### config.mk
export PLATFORM = sky130hd
export DESIGN_NAME = axi_lbus_fifo_wptr_full
export DESIGN_NICKNAME = d
export VERILOG_FILES = /design/src/rtl/axi_lbus_fifo_wptr_full_pkg.sv /design/src/rtl/axi_lbus_fifo_gray2bin.sv /design/src/rtl/axi_lbus_fifo_wptr_full.sv
export SDC_FILE = /design/constraint.sdc
export NUM_CORES = 1
export LEC_CHECK = 0
export ABC_AREA = 0
export ABC_CLOCK_PERIOD_IN_PS = 2200
export CORE_MARGIN = 8
export CORE_UTILIZATION = 44
export CTS_BUF_LIST = sky130_fd_sc_hd__clkbuf_16
export CTS_CLUSTER_DIAMETER = 50
export DETAILED_ROUTE_END_ITERATION = 6
export PLACE_DENSITY = 0.77
export SLEW_MARGIN = 20
export SYNTH_ARGS = -nofsm -noshare
export SYNTH_HDL_FRONTEND = slang
export SYNTH_SLANG_ARGS = --single-unit
### constraint.sdc
create_clock -name clk -period 2.2 [get_ports clk]
set_input_delay 0.22 -clock clk [delete_from_list [all_inputs] [get_ports clk]]
set_output_delay 0.22 -clock clk [all_outputs]
set_load 0.02 [all_outputs]
### src/rtl/axi_lbus_fifo_wptr_full_pkg.sv
// Shared Gray/binary helpers and pointer-width derivation
// for the async FIFO pointer logic.
package axi_lbus_fifo_wptr_full_pkg;

   localparam int GW = 32;

   function automatic int ptr_width(input int aw);
      return aw + 1;
   endfunction

   function automatic logic [GW-1:0] bin2gray(input logic [GW-1:0] b);
      return b ^ (b >> 1);
   endfunction

   // Prefix XOR from the MSB down.
   function automatic logic [GW-1:0] gray2bin(input logic [GW-1:0] g);
      logic [GW-1:0] b;
      b[GW-1] = g[GW-1];
      for (int i = GW-2; i >= 0; i--) begin
         b[i] = b[i+1] ^ g[i];
      end
      return b;
   endfunction

endpackage

### src/rtl/axi_lbus_fifo_gray2bin.sv
// Combinational Gray-to-binary pointer converter, shared by
// the write-side full logic and the read-side empty logic.
module axi_lbus_fifo_gray2bin
   import axi_lbus_fifo_wptr_full_pkg::*;
#(
   parameter int ADDRWIDTH = 3
) (
   input  logic [ADDRWIDTH:0] i_gray,
   output logic [ADDRWIDTH:0] o_bin
);

   localparam int PW = ptr_width(ADDRWIDTH);

   logic [GW-1:0] w_bin_wide;

   assign w_bin_wide = gray2bin(GW'(i_gray));
   assign o_bin      = w_bin_wide[PW-1:0];

endmodule

### src/rtl/axi_lbus_fifo_wptr_full.sv
// Write-domain pointer and full/almost-full/overflow flag logic
// for an async FIFO; no RAM and no synchronizers live here.
module axi_lbus_fifo_wptr_full
   import axi_lbus_fifo_wptr_full_pkg::*;
#(
   parameter int ADDRWIDTH    = 3,
   parameter int AFULL_THRESH = 6
) (
   input  logic                 clk,
   input  logic                 rst,
   input  logic                 wr_en,
   input  logic [ADDRWIDTH:0]   rd_ptr_gray_sync,
   output logic [ADDRWIDTH:0]   wr_ptr_gray,
   output logic [ADDRWIDTH-1:0] wr_addr,
   output logic                 wr_we,
   output logic                 full,
   output logic                 afull,
   output logic                 overflow,
   output logic [ADDRWIDTH:0]   wr_cnt
);

   localparam int PW = ptr_width(ADDRWIDTH);
   localparam logic [PW-1:0] AF_LVL = PW'(AFULL_THRESH);

   logic [PW-1:0] r_wbin;
   logic [PW-1:0] r_gray;
   logic [PW-1:0] r_cnt;
   logic          r_full;
   logic          r_afull;
   logic          r_ovf;

   logic [PW-1:0] w_wbin_next;
   logic [GW-1:0] w_gray_wide;
   logic [PW-1:0] w_gray_next;
   logic [PW-1:0] w_rbin;
   logic [PW-1:0] w_rgray_full;
   logic [PW-1:0] w_cnt_next;

   axi_lbus_fifo_gray2bin #(
      .ADDRWIDTH (ADDRWIDTH)
   ) u_rd_g2b (
      .i_gray (rd_ptr_gray_sync),
      .o_bin  (w_rbin)
   );

   assign wr_we       = wr_en & ~r_full & ~rst;
   assign w_wbin_next = r_wbin + {{(PW-1){1'b0}}, wr_we};
   assign w_gray_wide = bin2gray(GW'(w_wbin_next));
   assign w_gray_next = w_gray_wide[PW-1:0];
   assign w_cnt_next  = w_wbin_next - w_rbin;

   // Full when the write pointer is exactly one lap ahead of the read pointer.
   assign w_rgray_full = {~rd_ptr_gray_sync[ADDRWIDTH:ADDRWIDTH-1],
                          rd_ptr_gray_sync[ADDRWIDTH-2:0]};

   always_ff @(posedge clk or posedge rst) begin
      if (rst) begin
         r_wbin  <= '0;
         r_gray  <= '0;
         r_cnt   <= '0;
         r_full  <= 1'b0;
         r_afull <= 1'b0;
         r_ovf   <= 1'b0;
      end else begin
         r_wbin  <= w_wbin_next;
         r_gray  <= w_gray_next;
         r_cnt   <= w_cnt_next;
         r_full  <= (w_gray_next == w_rgray_full);
         r_afull <= (w_cnt_next >= AF_LVL);
         r_ovf   <= wr_en & r_full;
      end
   end

   assign wr_ptr_gray = r_gray;
   assign wr_addr     = r_wbin[ADDRWIDTH-1:0];
   assign full        = r_full;
   assign afull       = r_afull;
   assign overflow    = r_ovf;
   assign wr_cnt      = r_cnt;

endmodule
==> Yosys cells after proc, flatten, opt, wreduce, memory -nomap -nowiden <==
Cells that the tools add are included.
W data, S select, Z words.
{ "word_totals": {"ff_bits": 15, "input_bits": 7, "wordCells": 20} }
{ "op_classes": {"add_sub_neg": 2, "bitwise": 10, "n_lt_le_gt_ge": 1, "eq_ne": 1} }
{ "ops": {"columns": ["cell", "count"], "rows": [
  ["$add A4 B1 Y4", 1],
  ["$eq A4 B4 Y1", 1],
  ["$ge A4 B3 Y1 const B", 1],
  ["$sub A4 B4 Y4", 1],
  ["$xor A4 B3 Y4", 1],
  ["$and A1 B1 Y1", 3],
  ["$xor A1 B1 Y1", 3],
  ["$not A1 Y1", 2],
  ["$not A2 Y2", 1]
]} }

==> Logic depth before layout (Yosys ltp) <==
Gate-level depths: netlist (run 1).
{ "logic_depth": {"word_depth": 6, "depth_mapped": 8, "ltp_nobuf": 8} }

==> By module <==
A second synthesis (run 1) with hierarchy kept.
{ "hier_totals": {"cells_unflattened": 66, "area_unflattened_um2": 770.7} }
{ "by_module_without_submodules": {"columns": ["mod", "cells_each", "n_inst", "area_per_inst_um2"], "rows": [
  ["axi_lbus_fifo_wptr_full", 61, 1, 720.7],
  ["axi_lbus_fifo_gray2bin", 5, 1, 50.0]
]} }

==> Worst setup path before layout (run 1) <==
OpenSTA, ideal clock, no wires.
{ "synth_path": {"path_type": "register -> register", "from": "register r_full (netlist: full)", "to": "register r_afull (netlist: afull)", "t_arrival_ns": 2.482, "slack_ns": -0.409, "required_time_ns": 2.073, "path_stages_with_launch": 9, "path_cell_list": "dfrtp_1 nor3b_1 ha_1 ha_1 ha_1 nor2b_1 o21ai_0 a21oi_1 nand3b_1"} }
{ "synth_between": {"elab_chain_cells": 6} }
{ "synth_rtl": {"columns": ["element", "line_no", "rtl"], "rows": [
  ["start: declaration", "axi_lbus_fifo_wptr_full.sv:28", "logic r_full;"],
  ["start signal: assignment", "axi_lbus_fifo_wptr_full.sv:68", "r_full <= (w_gray_next == w_rgray_full);"],
  ["$not A1 Y1", "axi_lbus_fifo_wptr_full.sv:46", "assign wr_we = wr_en & ~r_full & ~rst;"],
  ["$and A1 B1 Y1 (2 in a row)", "axi_lbus_fifo_wptr_full.sv:46", null],
  ["net wr_we", "axi_lbus_fifo_wptr_full.sv:15", "output logic wr_we,"],
  ["$add A4 B1 Y4", "axi_lbus_fifo_wptr_full.sv:47", "assign w_wbin_next = r_wbin + {{(PW-1){1'b0}}, wr_we};"],
  ["net w_wbin_next[1]", "axi_lbus_fifo_wptr_full.sv:32", "logic [PW-1:0] w_wbin_next;"],
  ["$sub A4 B4 Y4", "axi_lbus_fifo_wptr_full.sv:50", "assign w_cnt_next = w_wbin_next - w_rbin;"],
  ["$ge A4 B3 Y1", "axi_lbus_fifo_wptr_full.sv:69", "r_afull <= (w_cnt_next >= AF_LVL);"],
  ["end signal: assignment", "axi_lbus_fifo_wptr_full.sv:69", null],
  ["end: declaration", "axi_lbus_fifo_wptr_full.sv:29", "logic r_afull;"]
]} }
The timed path passes the listed nets, and every way through them passes these cells.

==> Final worst setup path (run 1) <==
{ "layout_path": {"from": "input wr_en", "to": "register r_full (netlist: full)"} }
{ "layout_between": {"elab_chain_cells": 5} }
{ "layout_rtl": {"columns": ["element", "line_no", "rtl"], "rows": [
  ["start: declaration", "axi_lbus_fifo_wptr_full.sv:11", "input logic wr_en,"],
  ["$and A1 B1 Y1 (2 in a row)", "axi_lbus_fifo_wptr_full.sv:46", null],
  ["$add A4 B1 Y4", "axi_lbus_fifo_wptr_full.sv:47", null],
  ["net w_wbin_next[2]", "axi_lbus_fifo_wptr_full.sv:32", null],
  ["$xor A4 B3 Y4", "axi_lbus_fifo_wptr_full_pkg.sv:12", "return b ^ (b >> 1);"],
  ["$eq A4 B4 Y1", "axi_lbus_fifo_wptr_full.sv:68", null]
]} }
The timed path passes the listed nets, and every way through them passes these cells.

==> results.md, run 1 <==
* Met3 usage at 0.0297
* Clk root buf: clkbuf_16
* Starting Density at 0.461
* VDD IR max at 0.000788 V
* Clk_lat worst skew at 240 ps
* Mux cell area share after synthesis at 0
* CTS max path bufs at 2
* Final min period at 2040 ps
* Max Slew Vio Count at 0
* Avg Cell Area, Syn at 12.3 µm²
* Fin crit share at 0.929
* GPL Wtd Cong at 0.813
* Area Overhead vs Synth at 59.9%
* Worst EP required at 2350 ps
* CP Class: in -> reg
* Filler instances at 103
* Post-Route WL at 1370 µm
* Synth Instances at 56
* Post-Synth Simple-Gate Area at 0.0856
* Hold WC Path Type: in -> async
* Number of DRC markers in iteration 0 at 1
* Clk sinks at 14
* RSZ-0062 raised after global routing: false
* Post-CTS sizing at 0
* Vias in the first global route at 539
* Main combinational cell family by area after synthesis: XOR/XNOR gates
* Final worst slack at 155 ps
* Initial antenna violation count at 0
* Largest net degree at the start of global routing at 15
* Remaining DRCs at 0
* R2r setup slk at 170 ps
* FMAX at 489 MHz
* Pwr Density at 1730 nW/µm²
* WL/cell at 12.8 µm
* Core footprint at 1490 µm²
* Count of cell types in the netlist at 19
* Met2 Use GR at 0.152
* Place WS at -109 ps
* Synth Area in XOR/XNOR at 0.202
* Max FO, Critical Path at 3
* Cell Area, Placed at 1020 µm²
* Share of cells above drive strength 1 at 0.209
* Register bit count reported by yosys at 14
* # hold bufs at CTS at 0
* Post-CTS Setup Bufs at 0
* Post-DP HPWL at 1180 µm
* Compound-Gate Fraction of Synth Area at 0.0437
* Die Y at 55.5 µm
* M1 GR Usage at 0.0969
* CP Capture Type: register
* H-tree depth at 1
* Rel. slew slack at 0.667
* Iteration count of the initial detailed-routing pass at 4
* Crit path DAT at 2190 ps
* Total power at 1.90 mW
* Clock transition at the registers of the reported paths at 40 ps
* GRT overflow at 0
* Slew at the pin closest to its max-slew limit at 499 ps
* Sequential area share after synthesis at 0.510
* Layout Skew at 2.33 ps
* Critical path startpoint category: input port
* # IOs at 22
* Synth Cell Area at 687 µm²
* Commonest non-fill, non-tap cells in the layout: 21 x clkdlybuf4s50_1, 13 x dfrtp_1, 10 x xnor2_1, 10 x buf_4, 7 x inv_1
* CTS tree: done
* I/O Buffers at 21
* Die ar. at 3080 µm²
* Most common cell after layout, fill and taps aside: clkdlybuf4s50_1
* Leak Pwr at 0.491 nW
* Finish-stage setup viols at 0
* Total number of vias at 489
* Chip width at 55.5 µm
* # diodes at 0
* Yosys warnings at 0
* Gr busiest metal: met2
* Final hold vios at 0
* Max_cap viols at 0
* Synth Area in Adders at 0.120
* Via density per instance at 4.57
* Total CTS buffers at 3
* Status: completed
* First-pass GRT wire length at 2330 µm
* GR Util All Layers at 0.0951
* Fin nets at 105
* Final Cell Area at 1100 µm²
* Syn Nets at 69
* Row count at 14
* Antenna viol nets, final at 0
[Yosys cell counts, drive strengths merged]
cell,n,area share
nand2,1,0.0055
fa,1,0.029
or3,1,0.0091
nand3,3,0.022
a211oi,1,0.018
o21ai,1,0.0073
nand2b,1,0.0091
dfrtp,14,0.51
nand3b,1,0.011
a21oi,1,0.0073
a21boi,1,0.011
inv,7,0.038
and2,1,0.0091
ha,5,0.091
xor2,5,0.075
nor2b,1,0.0091
nor3b,1,0.011
xnor2,10,0.13
[per-stage QoR]
step	hold WS [ps]	util	std cells	TNS (ps)
2_1_floorplan	109	-	56	0
3_3_place_gp	547	0.685	103	-94.2
3_5_place_dp	552	0.685	103	-274
4_1_cts	419	0.738	107	0
5_1_grt	471	0.738	107	0
6_report	398	0.738	107	0
[kinds of logic after synthesis]
family | Yosys count
AO/OA/AOI/OAI | 4
XOR/XNOR | 15
flip-flops | 14
buffers and inverters | 7
AND/OR/NAND/NOR | 10
adder cells (fa/ha/maj) | 6
[worst paths after layout]
check,start,endpoint,depth (start not counted)
setup / recovery,wr_en,full$_DFF_PP0_,8
hold / removal,rst,r_wbin[2]$_DFF_PP0_,2
setup reg to reg,full$_DFF_PP0_,full$_DFF_PP0_,7
hold reg to reg,wr_ptr_gray[3]$_DFF_PP0_,wr_ptr_gray[3]$_DFF_PP0_,1
max in group asynchronous,rst,full$_DFF_PP0_,2
min in group clk,wr_ptr_gray[3]$_DFF_PP0_,wr_ptr_gray[3]$_DFF_PP0_,1
[state kept, by name (all words and copies together), names as in the netlist]
register     cells
overflow         1
wr_cnt           4
afull            1
full             1
r_wbin           3
wr_ptr_gray      4
[area by class of cell]
cell class / instances / area, µm² / share of cell area
Clock buffer: 3 / 75.1 / 0.0683
Clock inverter: 1 / 3.75 / 0.00342
Inverter: 7 / 26.3 / 0.0239
Multi-Input combinational cell: 35 / 337 / 0.306
Sequential cell: 14 / 352 / 0.320
Tap cell: 16 / 20.0 / 0.0182
Timing Repair Buffer: 31 / 285 / 0.260
[worst max-delay path, stage by stage]
cell	delay, ps
clkdlybuf4s50_1	480
nor3b_4	210
ha_2	230
ha_4	140
xor2_2	210
xor2_1	110
or3_1	370
a211oi_2	230
[power breakdown]
group	leakage (nW)	switching, mW	internal, mW
logic	0.286	0.532	0.557
clock network	0.0385	0.0939	0.239
registers	0.167	0.0816	0.397
total	0.491	0.707	1.19
[layer usage]
metal	vias up	part of all wire
li1	250	-
met1	221	0.41
met2	16	0.51
met3	2	0.060
met4	0	0.020
met5	-	0
Note: power is estimated with default switching activity, not from simulation.
==> run 2, diff against run 1 <==
--- a/config.mk
+++ b/config.mk
@@ -8,12 +8,14 @@
 export ABC_AREA = 0
 export ABC_CLOCK_PERIOD_IN_PS = 2200
 export CORE_MARGIN = 8
-export CORE_UTILIZATION = 44
+export CORE_UTILIZATION = 45
 export CTS_BUF_LIST = sky130_fd_sc_hd__clkbuf_16
 export CTS_CLUSTER_DIAMETER = 50
 export DETAILED_ROUTE_END_ITERATION = 6
-export PLACE_DENSITY = 0.77
+export PLACE_DENSITY = 0.76
+export SKIP_LAST_GASP = 1
 export SLEW_MARGIN = 20
 export SYNTH_ARGS = -nofsm -noshare
 export SYNTH_HDL_FRONTEND = slang
+export SYNTH_HIERARCHICAL = 1
 export SYNTH_SLANG_ARGS = --single-unit
==> run 2 against run 1 <==
Effect of this change: clock-buffer cell count unchanged; first-iteration DRC count rose to 7.0 times the previous value; sequential share of layout area down 3.0 points; global-route usage up 1.7 points; largest cell class is now multi-input gates; clock power about the same; die area up 6.9%; critical endpoint is now afull$_DFF_PP0_.
==> results.md, run 2 <==
* Status: completed
* Cell Chain, Critical Path: nor3b_4 -> ha_2 -> ha_4 -> ha_1 -> nor2b_1 -> o21ai_1 -> nor3b_2 -> o22ai_1
* First-pass GRT wire length at 2840 µm
* Reg2Reg Depth at 8
* Chip width at 57.4 µm
* Post-Route Setup TNS at 0 ps
* R2r setup slk at 140 ps
* Inst Count DP at 116
* Hold WS at 92.6 ps
* # diodes at 0
* CP Class: reg -> reg
* I/O Buffers at 21
* Worst EP required at 2310 ps
* Final design utilization at 0.725
* GRT overflow at 0
* R2r endpoint: afull$_DFF_PP0_
* Clk_lat worst skew at 240 ps
* Antenna viol nets, final at 0
* Post-CTS Setup Bufs at 0
* Crit path DAT at 2170 ps
* Leak Pwr at 0.597 nW
* Syn Nets at 79
* Post-Route WL at 1640 µm
* Die Y at 57.4 µm
* Post-DP HPWL at 1340 µm
* # IOs at 22
* Count of cell types in the netlist at 23
* Synth top area cells: dfrtp_1 45%, xnor2_1 9.1%, ha_1 8.1%, xor2_1 5.7%, inv_1 4.9%
* Slew at the pin closest to its max-slew limit at 535 ps
* Fin crit share at 0.937
* Crit-path leading delay family: adder cells
* CP max stage cell: dfrtp_2
* Total CTS buffers at 3
* Final min period at 2060 ps
* Max Slew Vio Count at 0
* Top-count cell post-synth: dfrtp_1
* Die ar. at 3290 µm²
* Core footprint at 1670 µm²
* Number of DRC markers in iteration 0 at 7
* Sequential area share after synthesis at 0.455
* Final std cells w/o fill at 120
* Critical path startpoint category: register
* Post-synth EDFFs at 0
* VDD IR max at 0.000938 V
* Crit path from: full$_DFF_PP0_
* Clk sinks at 14
* Register bit count reported by yosys at 14
* Filler instances at 110
* Rel. slew slack at 0.643
* Predominant post-synthesis flop cell: dfrtp_1
* Synth async-reset ratio at 1.00
* Synth Instances at 66
* Finish-stage setup viols at 0
* Iteration count of the initial detailed-routing pass at 4
* Area Overhead vs Synth at 57.1%
* Commonest cells post-synth: 14 x dfrtp_1, 10 x inv_1, 8 x xnor2_1
* FMAX at 485 MHz
* Avg Cell Area, Syn at 11.7 µm²
* H-tree depth at 1
* Worst r2r src: full$_DFF_PP0_
* Remaining DRCs at 0
* Synth Cell Area at 771 µm²
* CP Capture Type: register
* WP buf/inv at 0
* Post-synth top area share at 0.455
* Total number of vias at 590
* Max FO, Critical Path at 3
* Worst stage delay on the critical path at 420 ps
* Hold WC Path Type: in -> async
* Final hold vios at 0
* Row count at 15
* CTS tree: done
* Yosys warnings at 6
* WL/cell at 13.7 µm
* Fin nets at 117
* Total power at 2.07 mW
* CTS max path bufs at 2
* Most common cell after layout, fill and taps aside: clkdlybuf4s50_1
* Max_cap viols at 0
* Vias in the first global route at 592
* Largest net degree at the start of global routing at 15
* Initial antenna violation count at 0
* Pwr Density at 1710 nW/µm²
* Via density per instance at 4.92
* Share of cells above drive strength 1 at 0.233
* RSZ-0062 raised after global routing: false
* GPL Wtd Cong at 0.775
* GR Util All Layers at 0.112
* Layout Skew at 5.34 ps
* Starting Density at 0.461
* Commonest non-fill, non-tap cells in the layout: 18 x clkdlybuf4s50_1, 13 x dfrtp_1, 13 x buf_4
* Yosys top cell by area: dfrtp_1
* Clock transition at the registers of the reported paths at 50 ps
* Clk root buf: clkbuf_16
[run 2: per-layer routing]
metal  wire, µm  track usage  part of all wire  vias to the layer above
met4         26       0.0750             0.016                        0
met5          0            0                 0                        -
met2        865        0.186              0.53                       16
met3         66       0.0157             0.040                        2
met1        684        0.128              0.42                      282
li1           -            -                 -                      290
[run 2: report_power, final]
part	leakage, nW	internal, mW	switching [mW]	total (mW)
sequential	0.165	0.398	0.0865	0.484
clock	0.0423	0.239	0.0957	0.335
combinational	0.390	0.668	0.581	1.25
total	0.597	1.30	0.763	2.07
[run 2: cell families after synthesis]
kind of cell / after synthesis / share of synthesized area
DFF: 14 / 0.455
adders and majority gates: 6 / 0.107
buffers and inverters: 11 / 0.0585
xor gates and xnor gates: 16 / 0.221
and+or+nand+nor: 10 / 0.0730
AOI/OAI and AO/OA: 8 / 0.0731
muxes: 1 / 0.0130
[run 2: per-stage QoR]
stage               setup slack [ps]  instance area, µm²
detailed placement              -173                1120
floorplan                       21.4                 803
CTS                             67.8                1200
global route                    1.60                1210
global placement               -93.5                1120
finish                           139                1210
[run 2: how the worst max path moves through the flow]
| stage | to | slack, ps | cells after the start |
|---|---|---|---|
| 4_1_cts | afull$_DFF_PP0_ | 70 | 9 |
| 3_5_place_dp | afull$_DFF_PP0_ | -170 | 9 |
| 5_1_grt | afull$_DFF_PP0_ | 2 | 8 |
| 2_1_floorplan | afull$_DFF_PP0_ | 20 | 8 |
| 6_report | afull$_DFF_PP0_ | 140 | 8 |
| 3_3_place_gp | afull$_DFF_PP0_ | -90 | 9 |
[run 2: repair_timing]
item / in CTS / in global routing
hold endpoints to repair: 0 / 0
hold buffers: 0 / 0
setup endpoints to repair: 0 / 2
resized for setup: 0 / 5
[run 2: cell type report]
| cell class | count | area (µm²) | share of cell area |
|---|---|---|---|
| clock inverters | 1 | 3.75 | 0.00310 |
| repair buffers | 34 | 315 | 0.260 |
| inverters | 10 | 37.5 | 0.0310 |
| flip-flops and latches | 14 | 352 | 0.290 |
| clock buffers | 3 | 75.1 | 0.0620 |
| multi-input cells | 41 | 407 | 0.336 |
| well taps | 17 | 21.3 | 0.0176 |
==> run 3, diff against run 2 <==
--- a/config.mk
+++ b/config.mk
@@ -13,6 +13,7 @@
 export CTS_CLUSTER_DIAMETER = 50
 export DETAILED_ROUTE_END_ITERATION = 6
 export PLACE_DENSITY = 0.76
+export REMOVE_ABC_BUFFERS = 1
 export SKIP_LAST_GASP = 1
 export SLEW_MARGIN = 20
 export SYNTH_ARGS = -nofsm -noshare
==> run 3 against run 2 <==
Effect of this change: critical path type is now in -> reg; critical path depth rose by 1; final cell count did not move; non-clock buffer count rose by 1; total power rose by 0.69%; critical endpoint unchanged; via count fell by 0.68%; sequential share of layout area fell by 0.25 points; clock skew fell by 3.6 ps; die area did not move; sequential power barely moved; routed wire length rose by 11%; cell area rose by 0.52%.
==> results.md, run 3 (synthesis gave the netlist of run 2 again) <==
* H-tree depth at 1
* Vias in the first global route at 619
* Row count at 15
* Starting Density at 0.461
* Number of DRC markers in iteration 0 at 5
* Met2 Use GR at 0.190
* Psw at 0.790 mW
* Via density per instance at 4.88
* Internal cell power at 1.29 mW
* Share of cells above drive strength 1 at 0.233
* Layout Skew at 1.69 ps
* Met3 usage at 0.0247
* Die ar. at 3290 µm²
* WL/cell at 15.2 µm
* Antenna viol nets, final at 0
* Max Slew Vio Count at 0
* Finish-stage setup viols at 0
* Remaining DRCs at 0
* Chip width at 57.4 µm
* Clock transition at the registers of the reported paths at 40 ps
* Post-Route WL at 1820 µm
* Post-DP HPWL at 1290 µm
* Pwr Density at 1710 nW/µm²
* GRT overflow at 0
* FMAX at 483 MHz
* Die Y at 57.4 µm
* Flop pwr share at 0.232
* Clk_lat worst skew at 240 ps
* Largest net degree at the start of global routing at 15
* Cell Area, Placed at 1080 µm²
* Rel. slew slack at 0.653
* First-pass GRT wire length at 2860 µm
* Total power at 2.08 mW
* Crit path DAT at 2180 ps
* Max FO, Critical Path at 2
* Most common cell after layout, fill and taps aside: clkdlybuf4s50_1
* VDD IR max at 0.00107 V
* Clk sinks at 14
* Clk root buf: clkbuf_16
* Core footprint at 1670 µm²
* Fin crit share at 0.941
* Comb pwr share at 0.609
* CTS max path bufs at 2
* CP Class: in -> reg
* Area Overhead vs Synth at 58.0%
* RSZ-0062 raised after global routing: false
* R2r endpoint: afull$_DFF_PP0_
* M1 GR Usage at 0.127
* Total CTS buffers at 3
* Final hold vios at 0
* R2r setup slk at 140 ps
* Reg2Reg Depth at 8
* Hold WC Path Type: in -> async
* # hold bufs at CTS at 0
* Fin nets at 118
* # IOs at 22
* I/O Buffers at 21
* GR Util All Layers at 0.113
* Leak Pwr at 0.591 nW
* Gr busiest metal: met2
* Final min period at 2070 ps
* Worst EP required at 2310 ps
* Worst r2r src: full$_DFF_PP0_
* Max_cap viols at 0
* Critical path startpoint category: input port
* CTS tree: done
* Filler instances at 119
* Clock power share at 0.159
* Slew at the pin closest to its max-slew limit at 520 ps
* GPL Wtd Cong at 0.760
* Initial antenna violation count at 0
* Iteration count of the initial detailed-routing pass at 4
* Status: completed
* Commonest non-fill, non-tap cells in the layout: 19 x clkdlybuf4s50_1, 14 x dfrtp_1, 14 x buf_4
* Final Cell Area at 1220 µm²
* # diodes at 0
* Sw Share at 0.379
* Total number of vias at 586
* CP Capture Type: register
[run 3: cell types whose count changed in the layout (fill, tap and decap cells not counted), sizes merged]
| cell | change |
|---|---|
| inv | -1 |
| clkdlybuf4s50 | +1 |
| dlymetal6s2s | -1 |
| buf | +1 |
[run 3: area by class of cell]
type | instances | area, µm² | share of cell area
Clock buffer | 3 | 75.1 | 0.0617
Inverter | 10 | 37.5 | 0.0308
Multi-Input combinational cell | 41 | 413 | 0.339
Sequential cell | 14 | 350 | 0.288
Tap cell | 17 | 21.3 | 0.0175
Timing Repair Buffer | 35 | 320 | 0.263
[run 3: through the flow]
stage / TNS, ps / hold slack, ps / util / setup WS [ps] / std cells
after floorplan: -1680 / 109 / - / -485 / 65
after CTS: 0 / 395 / 0.705 / 86.4 / 119
final: 0 / 102 / 0.729 / 131 / 120
after detailed placement: -1190 / 535 / 0.649 / -375 / 115
after global placement: -730 / 517 / 0.649 / -238 / 115
after global routing: 0 / 175 / 0.729 / 4.25 / 120
[run 3: worst max path at each step]
| stage | start | endpoint | slack (ps) | depth (start not counted) |
|---|---|---|---|---|
| floorplan | full$_DFF_PP0_ | afull$_DFF_PP0_ | -490 | 8 |
| global placement | wr_en | afull$_DFF_PP0_ | -240 | 9 |
| detailed placement | wr_en | afull$_DFF_PP0_ | -370 | 9 |
| CTS | wr_en | afull$_DFF_PP0_ | 90 | 9 |
| global route | full$_DFF_PP0_ | afull$_DFF_PP0_ | 4 | 8 |
| finish | rd_ptr_gray_sync[2] | afull$_DFF_PP0_ | 130 | 9 |
[run 3: power groups by stage]
| stage | Clock, mW | Combinational, mW | Sequential, mW |
|---|---|---|---|
| 2_1_floorplan | 0 | 0.513 | 0.632 |
| 3_3_place_gp | 0 | 1.14 | 0.474 |
| 3_5_place_dp | 0 | 1.17 | 0.479 |
| 4_1_cts | 0.336 | 1.22 | 0.476 |
| 5_1_grt | 0.350 | 1.39 | 0.497 |
| 6_report | 0.331 | 1.27 | 0.483 |
[run 3: what timing repair did]
action                     CTS  global route
resized for setup            2             9
setup endpoints to repair    3             4
setup buffers                1             1
pin swaps                    0             3
[run 3: worst max-delay path: stages]
cell and delay (ps):
clkdlybuf4s50_1 550, xor2_2 190, xor2_1 240, inv_1 80, ha_1 290, nor2b_1 130, o21ai_1 180, nor3b_4 230
o22ai_1 80
[run 3: metal layers]
layer | share of wire | vias to the layer above
met4 | 0.010 | 0
met5 | 0 | -
met1 | 0.41 | 284
li1 | - | 288
met3 | 0.031 | 2
met2 | 0.54 | 12
